[src/rtl/irrigation_sequencer.sv]
// rtl/irrigation_sequencer.sv - fill / water / clean tank sequencer driven by one shared tick prescaler
// Each phase counts its own divider; ticks move the tank level and end the phase.
module irrigation_sequencer #(
   parameter int FILL_DIV  = 8,
   parameter int SPR_DIV   = 4,
   parameter int DRIP_DIV  = 16,
   parameter int CLEAN_DIV = 2,
   parameter int LEVEL_MAX = 14
) (
   input  logic       clk,
   input  logic       init,
   input  logic       start,
   input  logic       stop,
   input  logic       mode_sel,
   output logic [1:0] state,
   output logic       fill_clk,
   output logic       sprinkler_clk,
   output logic       drip_clk,
   output logic       clean_done,
   output logic [3:0] level,
   output logic       busy
);

   localparam int MAX_AB  = (FILL_DIV > SPR_DIV) ? FILL_DIV : SPR_DIV;
   localparam int MAX_CD  = (DRIP_DIV > CLEAN_DIV) ? DRIP_DIV : CLEAN_DIV;
   localparam int MAX_DIV = (MAX_AB > MAX_CD) ? MAX_AB : MAX_CD;
   localparam int CW      = (MAX_DIV > 2) ? $clog2(MAX_DIV) : 1;
   localparam logic [3:0] LMAX = 4'(LEVEL_MAX);

   typedef enum logic [2:0] {S_IDLE, S_FILL, S_SPRINKLE, S_DRIP, S_CLEAN} phase_t;

   phase_t        cur, nxt;
   logic [CW-1:0] cnt, cnt_nxt, cnt_last;
   logic [3:0]    level_nxt;
   logic          mode, mode_nxt, tick;

   always_ff @(posedge clk or negedge init) begin
      if (!init) begin
         cur           <= S_IDLE;
         cnt           <= '0;
         level         <= '0;
         mode          <= 1'b0;
         fill_clk      <= 1'b0;
         sprinkler_clk <= 1'b0;
         drip_clk      <= 1'b0;
         clean_done    <= 1'b0;
      end else begin
         cur           <= nxt;
         cnt           <= cnt_nxt;
         level         <= level_nxt;
         mode          <= mode_nxt;
         fill_clk      <= tick && (cur == S_FILL);
         sprinkler_clk <= tick && (cur == S_SPRINKLE);
         drip_clk      <= tick && (cur == S_DRIP);
         clean_done    <= tick && (cur == S_CLEAN);
      end
   end

   always_comb begin
      nxt       = cur;
      level_nxt = level;
      mode_nxt  = mode;
      cnt_last  = '0;
      case (cur)
         S_FILL:     cnt_last = CW'(FILL_DIV - 1);
         S_SPRINKLE: cnt_last = CW'(SPR_DIV - 1);
         S_DRIP:     cnt_last = CW'(DRIP_DIV - 1);
         S_CLEAN:    cnt_last = CW'(CLEAN_DIV - 1);
         default:    cnt_last = '0;
      endcase
      tick = (cur != S_IDLE) && (cnt == cnt_last);

      // stop wins over a coincident tick: the pulse still goes out, the level does not move
      case (cur)
         S_IDLE: begin
            if (start) begin
               nxt      = S_FILL;
               mode_nxt = mode_sel;
            end
         end
         S_FILL: begin
            if (stop) begin
               nxt = S_CLEAN;
            end else if (tick) begin
               if (level >= LMAX - 4'd1) begin
                  level_nxt = LMAX;
                  nxt       = mode ? S_DRIP : S_SPRINKLE;
               end else begin
                  level_nxt = level + 4'd1;
               end
            end
         end
         S_SPRINKLE, S_DRIP: begin
            if (stop) begin
               nxt = S_CLEAN;
            end else if (tick) begin
               if (level <= 4'd1) begin
                  level_nxt = 4'd0;
                  nxt       = S_CLEAN;
               end else begin
                  level_nxt = level - 4'd1;
               end
            end
         end
         S_CLEAN: begin
            if (tick) begin
               if (level == 4'd0) nxt = S_IDLE;
               else               level_nxt = level - 4'd1;
            end
         end
         default: nxt = S_IDLE;
      endcase

      if (cur == S_IDLE || nxt != cur || tick) cnt_nxt = '0;
      else                                     cnt_nxt = cnt + 1'b1;
   end

   always_comb begin
      state = 2'b00;
      busy  = 1'b1;
      case (cur)
         S_IDLE:     busy  = 1'b0;
         S_SPRINKLE: state = 2'b01;
         S_DRIP:     state = 2'b11;
         S_CLEAN:    state = 2'b10;
         default:    state = 2'b00;
      endcase
   end

endmodule

[config.mk]
export PLATFORM = sky130hd
export DESIGN_NAME = irrigation_sequencer
export DESIGN_NICKNAME = d
export VERILOG_FILES = /design/src/rtl/irrigation_sequencer.sv
export SDC_FILE = /design/constraint.sdc
export NUM_CORES = 1
export LEC_CHECK = 0
export ABC_AREA = 1
export CELL_PAD_IN_SITES_DETAIL_PLACEMENT = 1
export CELL_PAD_IN_SITES_GLOBAL_PLACEMENT = 2
export CORE_MARGIN = 2
export CORE_UTILIZATION = 31
export CTS_CLUSTER_DIAMETER = 100
export CTS_CLUSTER_SIZE = 16
export DETAILED_ROUTE_END_ITERATION = 12
export DONT_BUFFER_PORTS = 1
export MAX_ROUTING_LAYER = met4
export PLACE_DENSITY = 0.8
export SLEW_MARGIN = 30
export SYNTH_ARGS = -nofsm -noshare
export SYNTH_HDL_FRONTEND = slang
export SYNTH_SLANG_ARGS = --single-unit
[constraint.sdc]
create_clock -name clk -period 1.6 [get_ports clk]
set_clock_uncertainty 0.05 [all_clocks]
set_input_delay 0.32 -clock clk [delete_from_list [all_inputs] [get_ports clk]]
set_output_delay 0.32 -clock clk [all_outputs]
set_load 0.005 [all_outputs]
After elaboration in Yosys (flattened, before gate mapping)
Index checks and enable logic that the tools add are counted.
Widths: inputs -> output; s select.

cells by class
  reduce and logical (&&, ||, !) cells = 14
  add/sub/neg operators = 3
  eq/ne operators = 12
  $lt $le $gt $ge = 2
  multiplexer cells = 24

operator list
  kind                 count
  $mux 4               9
  $mux 3               9
  $pmux 4 s4           1
  $ne 2x2->1 const B   6
  $pmux 3 s4           1
  $pmux 4 s3           1
  $add 4x1->4 const B  2
  $reduce_and 7->1     1
  $eq 3x2->1 const B   2
  $pmux 2 s3           1
  $reduce_bool 3->1    2
  $logic_and 1x1->1    5
  $eq 4x4->1           1
  $ge 4x4->1 const B   1
  $le 4x1->1 const B   1
  $logic_not 4->1      1
  $sub 4x1->4 const B  1
  $eq 3x1->1 const B   1
  $eq 3x3->1 const B   1
  $logic_not 3->1      1
  $ne 3x3->1           1
  $logic_or 1x1->1     2
  $mux 1               2
  $reduce_and 2->1     1
  $reduce_or 2->1      1

storage, ports and cells
  bits of input ports = 5
  output and inout port bits = 11
  register bits after elaboration = 16
  word-level logic and storage cells = 63

Longest topological paths before layout
  word-level depth = 11
  gate-level depth with buffers = 14
  gate-level depth less buffers = 13

Worst setup path before layout
OpenSTA, ideal clock, no wires.

  kind = flip-flop to flip-flop
  from = register level[0]
  to = register cur[0]
  stages on the path, launching flop included = 11
  setup slack = -0.030 ns
  data arrival time = 1.449 ns
  path buffers = 0
  cell sequence = dfrtp_1 > inv_1 > ha_1 > inv_1 > o21ai_0 > nor2_1 > inv_1 > o21ai_0 > nand2_1 > nand3_1 > o211ai_1

on the way
  longest elaborated chain between the ends = 5
  elaborated cells between the ends (all ways) = 12
  those cells by class = order compare: 2; mux: 9; reduce/logical: 1

RTL lines
  item                                      RTL line  text
  start: declaration                        20        output logic [3:0] level,
  start signal: assignment                  50        level <= level_nxt;
  $le 4x1->1 or $ge 4x4->1 (tied branches)  97, 85
  $mux 3, on equally long branches          97, 85
  $mux 3, on equally long branches          96, 84
  $mux 3, on equally long branches          94, 82
  $pmux 3 s4 (*)                            74        case (cur)
  net nxt[0]                                32        phase_t cur, nxt;
  end signal: assignment                    48        cur <= nxt;
  end: declaration                          32

Mark *: on every way through the listed nets, which the timed path passes. The rest lies on a longest branch.
A chain may end at the register's enable or synchronous reset.

Worst setup path in the final report
  from = register cur[0]
  to = register cnt[3]

on the way
  longest elaborated chain between the ends = 11
  elaborated cells between the ends (all ways) = 24
  those cells by class = eq/ne: 6; mux: 12; reduce/logical: 6

RTL lines
  item                                      RTL line  text
  $eq 3x3->1, or another cell as far along  64, 74
  $pmux 4 s4                                64        case (cur)
  $eq 4x4->1                                71        tick = (cur != S_IDLE) && (cnt == cnt_last);
  $logic_and 1x1->1                         71
  $mux 3, on equally long branches          96, 84
  $mux 3, on equally long branches          94, 82
  $pmux 3 s4                                74
  $ne 3x3->1                                114       if (cur == S_IDLE || nxt != cur || tick) cnt_nxt = '0;
  $logic_or 1x1->1                          114
  $logic_or 1x1->1 (*)                      114
  $mux 4 (*)                                114
  net cnt_nxt[3]                            33        logic [CW-1:0] cnt, cnt_nxt, cnt_last;
  end signal: assignment                    49        cnt <= cnt_nxt;
  end: declaration                          33

Marked as above.

==> summary.txt <==
Yosys
  – Yosys cell types: 27
  – Most frequent cells after synthesis: 23 x nand2_1, 20 x inv_1, 19 x nor2_1
  – Number of synthesized flops with an enable pin: 0
  – Most numerous cell in the Yosys netlist: nand2_1
  – Synth warn: 0
  – Sequential element share of the synthesized area: 0.386
  – Synth Cell Area: 1040 sq um
  – Async S/R FF share, synth: 1.00
  – Top cells by area, synth: dfrtp_1 39%, nand2_1 8.3%, inv_1 7.2%, nor2_1 6.9%, nand3_1 5.8%
  – FF+latch count, synth: 16
  – Top FF cell, synth: dfrtp_1
  – Syn Area/Cell: 7.62 sq um
  – Share of the synthesized area in the top cell type: 0.386
  – Yosys top cell by area: dfrtp_1
  – Syn Nets: 145
  – Mapped Cells: 136

Run status
  – Status: finished with violations
  – Failing checks: negative setup slack

Power
  – Clock network fraction of design power: 0.098
  – Reg power frac: 0.213
  – Pwr Density: 1870 nW/um^2
  – Leakage power: 0.783 nW
  – Internal power: 0.00161 W
  – Net Sw Frac: 0.469
  – Logic pwr share: 0.689
  – Switching power of the nets: 0.00142 W
  – Worst VDD drop: 0.705 mV

Drt
  – DRT iter0 DRCs: 36
  – Antenna-violating nets left: 0
  – Overall routed net length: 3420 um
  – Detailed Routing Iterations Pass 1: 4
  – Vias: 1104
  – Drt wl/cell: 15.1 um
  – Vias/cell: 4.88
  – Drt drc: 0

Die
  – Core area: 3130 sq um
  – Die Y: 61.8 um
  – Die width: 61.8 um
  – IO Count: 16
  – Starting Density: 0.331
  – Die ar.: 3820 sq um
  – Placement Rows: 20

Clocking
  – Clock sink total: 16
  – Total CTS buffers: 3
  – Worst skew pair latency: 310 ps
  – Clock Tree Root: clkbuf_4
  – CTS tree: built
  – Clk pin slew, worst setup/hold paths: 110 ps
  – CTS max path bufs: 2
  – Htree depth: 1

STA
  – Final Slew Violations: 0
  – Fin crit share: 1.12
  – Fin. Hold Viols: 0
  – Max Freq: 558 MHz
  – Worst slew margin: 0.476
  – Worst Slack Setup Final: -193 ps
  – Worst slew pin tran: 784 ps
  – Final setup viols: 16
  – Fin crit period: 1790 ps
  – Fin Setup TNS: -1980 ps
  – WHS: 90.6 ps
  – Unrepaired setup endpoints after global routing: yes

Cells and area
  – Share of cells above drive strength 1: 0.538
  – Ant diodes: 0
  – Final Util: 0.520
  – Final #Nets: 192
  – Area growth, synth to finish: 57.1%

Global routing
  – Initial antenna violation count: 0
  – Global route overflow: 0
  – First-pass GRT wire length: 5180 um
  – Number of global-route vias before repair: 1143
  – Largest net degree at the start of global routing: 17
  – Tot GR Track Use: 0.193

Critical path
  – Data required time of the worst path: 1760 ps
  – Worst Path Max Fanout: 8
  – Start of the worst register-to-register path: cur[0]
  – Slowest CP cell: dfrtp_2
  – Nature of the critical path endpoint: flop
  – CP peak stage delay: 510 ps
  – Worst setup path category: flop to flop
  – Crit path from: cur[0]
  – Crit path DAT: 1960 ps
  – CP dominant cell by count: nand2_2
  – Worst-path cell chain: nor2_2 > nand2_4 > nand3_2 > nand2_2 > nand2_4 > nand3_2 > nand2_2 > nand2_2 > nand3_1 > nand2_1 > nand2_2 > nor2_1
  – CP Launch Type: flop

Placement
  – Gp weighted congestion: 0.787
  – DP Wirelength: 2270 um
  – PortBufs: 0
  – Post-place setup slack: -233 ps

Min path
  – Hold path start: mode_sel
  – Hold Crit Class: primary input to flop

Run
  – Max Cap Viol: 0
==> power groups by stage <==
stage / sequential (W) / clock (W) / combinational [W]
global route: 0.000664 / 0.000322 / 0.00229
floorplan: 0.000632 / 0 / 0.000952
CTS: 0.000620 / 0.000312 / 0.00178
finish: 0.000646 / 0.000298 / 0.00209
global placement: 0.000620 / 0 / 0.00152
detailed placement: 0.000624 / 0 / 0.00157
==> placed cells by master, fill, tap and decap left out, drive strengths merged, types with 2 or more instances in the layout <==
cell type	Yosys	layout
buf	1	42
nand2	28	28
inv	22	20
nor2	20	20
dfrtp	16	16
nand3	15	15
o21ai	13	13
ha	4	4
clkbuf	0	4
xnor2	3	3
nand4	2	2
xor2	2	2
a21oi	2	2
o211ai	2	2
==> final cells by class <==
| type | instances | area, sq um |
|---|---|---|
| repair buffers | 43 | 337 |
| well taps | 44 | 55.1 |
| inverters | 22 | 96.3 |
| fillers | 389 | 1500 |
| clock buffers | 4 | 36.3 |
| multi-input cells | 97 | 699 |
| flip-flops and latches | 16 | 404 |
==> flip-flops by register name (all words and copies together) (netlist names) <==
name and count:
clean_done 1, cnt 4, cur 3, drip_clk 1, fill_clk 1, level 4
mode 1, sprinkler_clk 1
==> worst max-delay path, delay by kind of cell, from the launching register on <==
kind	cells	cell delay (ps)
flip-flops	1	510
AND/OR/NAND/NOR	12	1130
==> repair_timing <==
item	CTS	global route
buffers inserted	9	2
endpoints found under the hold margin	16	0
setup endpoints to repair	15	18
gates resized for setup	15	42
hold buffers	1	0
pin swaps	6	7
==> per-layer routing <==
layer,track usage,up-vias,routed length (um)
met3,0.0331,5,101
li1,-,534,-
met4,0.0760,0,52
met1,0.236,547,1490
met2,0.316,18,1780
met5,-,-,0
==> stage by stage <==
stage               instance area [sq um]  power [W]  instances
finish                               1630    0.00304        226
global route                         1630    0.00328        226
CTS                                  1480    0.00272        224
detailed placement                   1330    0.00220        210
global placement                     1330    0.00214        210
floorplan                            1050    0.00158        136
==> final timing paths <==
kind	to	slack, ps	depth (start not counted)
max in group asynchronous	cur[2]	500	1
setup reg to reg	cnt[3]	-190	12
hold reg to reg	mode	470	2
setup / recovery	cnt[3]	-190	12
hold / removal	mode	90	2
min in group asynchronous	drip_clk	470	1
==> cells by family after synthesis <==
logic type | Yosys count | synth area share
XOR/XNOR | 5 | 0.0423
adder cells (fa/ha/maj) | 4 | 0.0483
buffers and inverters | 23 | 0.0906
flip-flops | 16 | 0.386
AND/OR/NAND/NOR | 68 | 0.310
AO/OA/AOI/OAI | 20 | 0.122
No activity file was read; power rests on OpenSTA's default activity.
